## src/rtl/mem_access_unit_if.sv

```systemverilog
// Bus between the memory access unit (master) and the external data memory (slave).
interface mem_access_unit_if #(
   parameter int unsigned addr_width = 32,
   parameter int unsigned mem_width  = 32
);
   logic                  bus_req;
   logic                  bus_we;
   logic [addr_width-1:0] bus_addr;
   logic [mem_width-1:0]  bus_wdata;
   logic                  bus_ack;
   logic [mem_width-1:0]  bus_rdata;

   modport master (
      output bus_req, bus_we, bus_addr, bus_wdata,
      input  bus_ack, bus_rdata
   );

   modport slave (
      input  bus_req, bus_we, bus_addr, bus_wdata,
      output bus_ack, bus_rdata
   );
endinterface

```

## src/rtl/mem_access_unit.sv

```systemverilog
// Multi-cycle data-memory access stage: turns single-cycle load/store requests
// into a req/ack bus transaction and stalls the datapath while it is in flight.
module mem_access_unit #(
   parameter int unsigned addr_width     = 32,
   parameter int unsigned mem_width      = 32,
   parameter int unsigned timeout_cycles = 16,
   parameter int unsigned to_width       = 5
) (
   input  logic                  clk,
   input  logic                  rst,
   input  logic                  mem_rd,
   input  logic                  mem_wr,
   input  logic [addr_width-1:0] addr,
   input  logic [mem_width-1:0]  wrd_mem,
   output logic [mem_width-1:0]  rdd_mem,
   output logic                  stall,
   mem_access_unit_if.master     bus,
   output logic                  misalign,
   output logic                  timeout_err
);

   typedef enum logic [1:0] {
      IDLE   = 2'd0,
      ACCESS = 2'd1,
      DONE   = 2'd2
   } state_t;

   state_t              state;
   logic [to_width-1:0] cnt;
   logic                req;
   logic                aligned;
   logic                last_cycle;

   assign req        = mem_rd | mem_wr;
   assign aligned    = (addr[1:0] == 2'b00);
   assign last_cycle = (cnt == to_width'(timeout_cycles - 1));

   // Held low during reset so the datapath is never frozen by a dead transaction.
   assign stall = !rst && (((state == IDLE) && req && aligned) || (state == ACCESS));

   always_ff @(posedge clk or posedge rst) begin
      if (rst) begin
         state         <= IDLE;
         cnt           <= '0;
         rdd_mem       <= '0;
         bus.bus_req   <= 1'b0;
         bus.bus_we    <= 1'b0;
         bus.bus_addr  <= '0;
         bus.bus_wdata <= '0;
         misalign      <= 1'b0;
         timeout_err   <= 1'b0;
      end else begin
         case (state)
            IDLE: begin
               if (req) begin
                  if (aligned) begin
                     bus.bus_addr <= addr;
                     bus.bus_we   <= mem_wr;
                     if (mem_wr) begin
                        bus.bus_wdata <= wrd_mem;
                     end
                     bus.bus_req <= 1'b1;
                     cnt         <= '0;
                     state       <= ACCESS;
                  end else begin
                     misalign <= 1'b1;
                  end
               end
            end
            ACCESS: begin
               cnt <= cnt + to_width'(1);
               // An ack in the final allowed cycle takes priority over the timeout.
               if (bus.bus_ack) begin
                  if (!bus.bus_we) begin
                     rdd_mem <= bus.bus_rdata;
                  end
                  bus.bus_req <= 1'b0;
                  bus.bus_we  <= 1'b0;
                  state       <= DONE;
               end else if (last_cycle) begin
                  // Stores leave the load-data register untouched even when abandoned.
                  if (!bus.bus_we) begin
                     rdd_mem <= '0;
                  end
                  timeout_err <= 1'b1;
                  bus.bus_req <= 1'b0;
                  bus.bus_we  <= 1'b0;
                  state       <= DONE;
               end
            end
            DONE: begin
               state <= IDLE;
            end
            default: begin
               state <= IDLE;
            end
         endcase
      end
   end

endmodule

```

## src/flat_wrapper.sv

```systemverilog
// flat-port wrapper written by rule: the top's interface ports become plain ports
module mem_access_unit_flat 
#(
   parameter int unsigned addr_width     = 32,
   parameter int unsigned mem_width      = 32,
   parameter int unsigned timeout_cycles = 16,
   parameter int unsigned to_width       = 5
)
  (clk, rst, mem_rd, mem_wr, addr, wrd_mem, rdd_mem, stall, misalign, timeout_err, bus_bus_req, bus_bus_we, bus_bus_addr, bus_bus_wdata, bus_bus_ack, bus_bus_rdata);
  mem_access_unit_if #(.addr_width(addr_width), .mem_width(mem_width)) bus_i ();
  input  logic clk;
  input  logic rst;
  input  logic mem_rd;
  input  logic mem_wr;
  input  logic [addr_width-1:0] addr;
  input  logic [mem_width-1:0] wrd_mem;
  output logic [mem_width-1:0] rdd_mem;
  output logic stall;
  output logic misalign;
  output logic timeout_err;
  output wire logic [$bits(bus_i.bus_req)-1:0] bus_bus_req;
  output wire logic [$bits(bus_i.bus_we)-1:0] bus_bus_we;
  output wire logic [$bits(bus_i.bus_addr)-1:0] bus_bus_addr;
  output wire logic [$bits(bus_i.bus_wdata)-1:0] bus_bus_wdata;
  input wire logic [$bits(bus_i.bus_ack)-1:0] bus_bus_ack;
  input wire logic [$bits(bus_i.bus_rdata)-1:0] bus_bus_rdata;
  assign bus_bus_req = bus_i.bus_req;
  assign bus_bus_we = bus_i.bus_we;
  assign bus_bus_addr = bus_i.bus_addr;
  assign bus_bus_wdata = bus_i.bus_wdata;
  assign bus_i.bus_ack = bus_bus_ack;
  assign bus_i.bus_rdata = bus_bus_rdata;
  mem_access_unit #(.addr_width(addr_width), .mem_width(mem_width), .timeout_cycles(timeout_cycles), .to_width(to_width)) u_core (.clk(clk), .rst(rst), .mem_rd(mem_rd), .mem_wr(mem_wr), .addr(addr), .wrd_mem(wrd_mem), .rdd_mem(rdd_mem), .stall(stall), .bus(bus_i), .misalign(misalign), .timeout_err(timeout_err));
endmodule
```

## config.mk

```make
export PLATFORM = sky130hd
export DESIGN_NAME = mem_access_unit_flat
export DESIGN_NICKNAME = d
export VERILOG_FILES = /design/src/rtl/mem_access_unit_if.sv /design/src/rtl/mem_access_unit.sv /design/src/flat_wrapper.sv
export SDC_FILE = /design/constraint.sdc
export NUM_CORES = 1
export LEC_CHECK = 0
export CAP_MARGIN = 20
export CORE_UTILIZATION = 42
export CTS_CLUSTER_DIAMETER = 120
export DETAILED_ROUTE_END_ITERATION = 7
export GPL_ROUTABILITY_DRIVEN = 0
export PLACE_DENSITY_LB_ADDON = 0.3
export SLEW_MARGIN = 30
export SYNTH_ARGS = -nofsm -noshare
export SYNTH_HDL_FRONTEND = slang
export SYNTH_SLANG_ARGS = --single-unit
```

## constraint.sdc

```tcl
create_clock -name clk -period 5.7 [get_ports clk]
set_clock_uncertainty 0.2 [all_clocks]
set_input_delay 1.71 -clock clk [delete_from_list [all_inputs] [get_ports clk]]
set_output_delay 1.71 -clock clk [all_outputs]
set_load 0.02 [all_outputs]
```

== Word level (Yosys, flattened, before mapping) ==
Cells that the tools add are included.
Word-level totals
  register bits after elaboration: 107
  word-level logic and storage cells: 56
  output and inout bits: 101
Cells by class
  eq/ne operators: 5
  multiplexer cells: 20
  reductions and logical operators: 17
  add/subtract/negate cells: 1
  bitwise gates (word level): 4
Operators by type and width (number)
  two-way mux 32 bit: 4
  AND reduction 3 bit: 6
  two-way mux 5 bit: 2
  case mux 5 bit (2 select lines): 1
  two-way mux 2 bit: 4
  AND reduction 4 bit: 2
  two-way mux 1 bit: 6
  adder 5 x 1 -> 5 bit (second input constant): 1
  equality test 5 x 4 -> 1 bit (second input constant): 1
  logical NOT 2 bit: 2
  != test 2 x 1 -> 1 bit (second input constant): 2
  case mux 1 bit (2 select lines): 2
  case mux 2 bit (2 select lines): 1
  nonzero test 2 bit: 2
  logical AND 1 bit: 3
  != test 3 x 2 -> 1 bit (second input constant): 1
  NOT 1 bit: 3
  equality test 2 x 1 -> 1 bit (second input constant): 1
  logical NOT 1 bit: 1
  logical OR 1 bit: 1
  OR 1 bit: 1

== Longest topological paths before layout ==
  word-level depth: 5
  gate-level depth with buffers: 7
  gate-level depth less buffers: 6

== Worst setup path after synthesis ==
OpenSTA, ideal clock, no wires.
  path kind: in2out
  start point: input port addr[0]
  end point: output port stall
  slack: 1255 ps
  arrival time: 2535 ps
  data required time: 3790 ps
  stages: 3
  cell sequence: nor2_1 > a21oi_1 > nor3_1
Between the ends
  cells in the longest elaborated chain, start to end: 4
Ends and longest elaborated chain
  from (decl): line flat_wrapper.sv:15  | input logic [addr_width-1:0] addr;
  logical NOT 2 bit: line mem_access_unit.sv:35  | assign aligned = (addr[1:0] == 2'b00);
  logical AND 1 bit: line mem_access_unit.sv:39  | assign stall = !rst && (((state == IDLE) && req && aligned) || (state == ACCESS));
  logical OR 1 bit: line mem_access_unit.sv:39
  logical AND 1 bit: line mem_access_unit.sv:39
  to (decl): line flat_wrapper.sv:18  | output logic stall;
Every way passes these cells.

== Worst setup path in the final report ==
  start point: input port mem_wr
  end point: output port stall
Between the ends
  cells in the longest elaborated chain, start to end: 5
Ends and longest elaborated chain
  from (decl): line flat_wrapper.sv:14  | input logic mem_wr;
  OR 1 bit: line mem_access_unit.sv:34  | assign req = mem_rd | mem_wr;
  logical AND 1 bit (2 in series): line mem_access_unit.sv:39
  logical OR 1 bit: line mem_access_unit.sv:39
  logical AND 1 bit: line mem_access_unit.sv:39
Every way passes these cells.

==> flow_results.org <==
** Status
- Result of the run :: completed

** Power
- Maximum resistive drop on vdd :: 275 uV
- Static leakage power :: 0.00293 uW
- In this run the power density over the cells is 431 nW/um^2.

** STA
- Total setup violations reported at the end of the flow :: 0
- Setup repair after global routing left no endpoint under its margin.
- Summed over all failing endpoints, the final setup total negative slack is 0 ns.
- Worst rel slew slack :: 0.471
- Transition time of the tightest slew-check pin :: 0.793 ns
- Tmin final :: 5.32 ns
- Final period utilization :: 0.934
- The final-report max-slew violation count came to 0.
- The number of hold violations in the final report came to 0.
- Derived from the worst setup path, the maximum achievable clock frequency is 188 MHz.

** CTS
- Post-CTS repair changed the size of 0 cells.
- H-tree levels :: 3
- Clock slew at reported path FFs :: 0.09 ns
- Buffers inserted to repair hold after CTS numbered 0.
- TritonCTS built the clock tree.
- The number of setup buffers added after CTS is 0.
- Inserted Clock Buffers :: 9
- Number of buffers on the longest clock path :: 2
- For the worst-skew pair, the clock arrives at the later sink with an insertion delay of 0.36 ns.
- CTS saw 107 sinks.
- Clk root buf :: sky130_fd_sc_hd__clkbuf_8

** Layout
- Synth-to-layout area growth :: 51.5%
- Of the cells placed in the final design, the portion with a size suffix greater than 1 is 0.173.
- The number of antenna diodes in the final layout is 0.
- In the final design database the tool counted 631 nets.
- Post-route cell area :: 6760 um^2
- The layout has 775 filler cells.

** Logic synthesis
- By instance count, the leading cell after synthesis is sky130_fd_sc_hd__dfrtp_1.
- Distinct cell type count after synthesis :: 36
- Post-Synthesis Mean Instance Area :: 13.7 um^2
- By area, the combinational part of the netlist is dominated by multiplexers.
- Flip-flop and latch count after synthesis :: 107
- Gate count of the mapped netlist :: 325
- Fraction of the mapped netlist area in adder cells :: 0.00561
- Leading area contributor after synthesis :: sky130_fd_sc_hd__dfrtp_1
- Number of nets in the synthesized netlist :: 428
- Yosys attributes the largest share of cell area to sky130_fd_sc_hd__dfrtp_1 60%, sky130_fd_sc_hd__mux2_2 9.6%, sky130_fd_sc_hd__mux2_4 8.1%, sky130_fd_sc_hd__mux2i_1 7.2%, sky130_fd_sc_hd__inv_1 3.0%.
- The synthesized-area fraction occupied by ao, oa, aoi and oai cells came to 0.0205.
- Of the total synthesized cell area, the portion taken by XOR and XNOR cells is 0.00196.
- Yosys warning total :: 0
- Yosys top cell area share :: 0.600
- Sorting the synthesized cells by how often they occur yields 107 x sky130_fd_sc_hd__dfrtp_1, 38 x sky130_fd_sc_hd__mux2_2, 36 x sky130_fd_sc_hd__inv_1, 34 x sky130_fd_sc_hd__nand2_1, 32 x sky130_fd_sc_hd__mux2i_1.
- After synthesis, the share of flip-flops with an asynchronous set or reset is 1.00.
- Summing every instance area after synthesis gives 4460 um^2.
- Of the synthesized area, sequential elements account for 0.600.
- Post-synthesis share of cell area spent on and, or, nand and nor gates :: 0.0639
- Flip-flop cell with the highest count after synthesis :: sky130_fd_sc_hd__dfrtp_1
- The portion of synthesized area spent on multiplexers is 0.248.
- Yosys mapped a number of flops with a built-in enable equal to 0.

** Setup path
- Capturing element type of the critical path :: primary output
- Worst endpoint required time :: 3.79 ns
- In this run the worst path has a maximum fanout of 4.
- FF-to-FF setup slack :: 3.48 ns
- Type of the setup path with the least slack :: input pin to primary output
- Data on the critical path arrives at its endpoint at 3.41 ns.
- The worst setup path is launched from an input pin.

** Global route
- The first global-routing pass estimated 16.6 mm of wire.
- Total global routing overflow :: 0
- Number of global-route vias before repair :: 3373
- Maximum number of pins on one net before global-route repair :: 60
- The initial antenna violation count is 0.
- Overall global routing resource usage :: 0.193

** Floorplanning
- Die area :: 11000 um^2
- From left edge to right edge, the die measures 105 um.
- Total core area :: 10300 um^2
- From bottom edge to top edge, the die measures 105 um.
- The floorplan has 37 rows.
- Boundary Pins :: 202
- Starting density of the core :: 0.432

** Route
- The detailed router used layers up to and including met4.
- The pre-antenna-repair detailed-routing pass consisted of 4 iterations.
- After detailed routing, the number of vias per cell comes to 4.73.
- Number of vias in the routed layout :: 3158
- WL met2 :: 4.99 mm
- Wire segments on met3 add up to 891 um in the final route.
- In the routed design, unresolved DRC markers number 0.
- The detail route stage leaves a number of antenna-violating nets equal to 0.
- Met1 routed wirelength after detailed routing :: 4.31 mm
- Post-DR wirelength/cell :: 15.4 um
- DR iter-0 viols :: 134
- The final layout contains routed wiring with a total length of 10.3 mm.

** Placed design
- Number of buffers inserted by port buffering :: 201
- HPWL reported at the end of detailed placement :: 7.58 mm
- After detailed placement, the total cell area comes to 6560 um^2.

** Worst hold path
- Tightest Hold Check Type :: flip-flop to flip-flop

** Job
- The tool flagged a number of max-cap violations equal to 0.
[layout make-up]
class | instances | area (um^2) | area share
repair buffers | 207 | 2060 | 0.304
clock inverters | 4 | 50.0 | 0.00740
clock buffers | 11 | 151 | 0.0224
well taps | 136 | 170 | 0.0252
flip-flops and latches | 107 | 2680 | 0.396
inverters | 36 | 138 | 0.0204
multi-input cells | 167 | 1520 | 0.225
[cell families (layout without fill, tap and decap cells)]
family	after synthesis	in the layout
multiplexers	94	94
AND/OR/NAND/NOR	57	57
adder cells (fa/ha/maj)	2	2
AO/OA/AOI/OAI	13	13
buffers and inverters	51	258
flip-flops	107	107
XOR/XNOR	1	1
[power by group]
group | internal [uW] | switching, uW | total [uW]
Combinational | 687 | 595 | 1280
Sequential | 1020 | 147 | 1170
Clock | 224 | 244 | 468
[critical path: stages]
cell                              delay (ns)
sky130_fd_sc_hd__clkdlybuf4s50_1        0.50
sky130_fd_sc_hd__or2_1                  0.17
sky130_fd_sc_hd__a21oi_1                0.08
sky130_fd_sc_hd__buf_4                  0.17
sky130_fd_sc_hd__nor3_1                 0.15
sky130_fd_sc_hd__clkdlybuf4s50_1        0.64
[metrics by stage]
step / utilization / hold WS (ns) / cells / setup slack, ns / total power, uW
floorplan: - / 0.272 / 325 / 0.973 / 1810
global placement: 0.636 / 0.257 / 653 / 0.426 / 2430
detailed placement: 0.636 / 0.254 / 653 / 0.377 / 2470
CTS: 0.655 / 0.279 / 668 / 0.376 / 2950
global route: 0.655 / 0.310 / 668 / 0.264 / 3070
finish: 0.655 / 0.275 / 668 / 0.377 / 2920
[metal layers]
layer,vias to the layer above,GRT usage
met1,1542,0.233
li1,1468,-
met2,138,0.323
met5,-,0
met3,10,0.0717
met4,0,0.0533
[path summary, 6_finish.rpt]
check | from | endpoint | cells past startpoint
setup / recovery | mem_wr | stall | 6
hold / removal | u_core.timeout_err | u_core.timeout_err | 1
setup reg to reg | u_core.cnt[0] | u_core.rdd_mem[26] | 7
hold reg to reg | u_core.timeout_err | u_core.timeout_err | 1
max in group asynchronous | rst | u_core.bus.bus_addr[15] | 3
min in group asynchronous | rst | u_core.rdd_mem[2] | 2
[sequential cells by signal, indices dropped and copies added, names as in the netlist]
| name | flops |
|---|---|
| u_core.misalign | 1 |
| u_core.state | 2 |
| u_core.timeout_err | 1 |
| u_core.bus.bus_addr | 32 |
| u_core.bus.bus_we | 1 |
| u_core.cnt | 5 |
| u_core.bus.bus_wdata | 32 |
| u_core.bus.bus_req | 1 |
| u_core.rdd_mem | 32 |
[placed cells by master (no fill, tap or decap), types with 3 or more instances in the layout]
| master | netlist | layout |
|---|---|---|
| sky130_fd_sc_hd__a21o_1 | 3 | 3 |
| sky130_fd_sc_hd__buf_4 | 0 | 6 |
| sky130_fd_sc_hd__clkbuf_8 | 0 | 11 |
| sky130_fd_sc_hd__clkdlybuf4s50_1 | 0 | 201 |
| sky130_fd_sc_hd__dfrtp_1 | 107 | 107 |
| sky130_fd_sc_hd__inv_1 | 36 | 35 |
| sky130_fd_sc_hd__mux2_2 | 38 | 38 |
| sky130_fd_sc_hd__mux2_4 | 24 | 24 |
| sky130_fd_sc_hd__mux2i_1 | 32 | 32 |
| sky130_fd_sc_hd__nand2_1 | 34 | 34 |
| sky130_fd_sc_hd__nor2_1 | 4 | 4 |
| sky130_fd_sc_hd__nor2b_1 | 3 | 3 |
| sky130_fd_sc_hd__o21ai_0 | 4 | 4 |
Power figures use the tool's default switching activity.
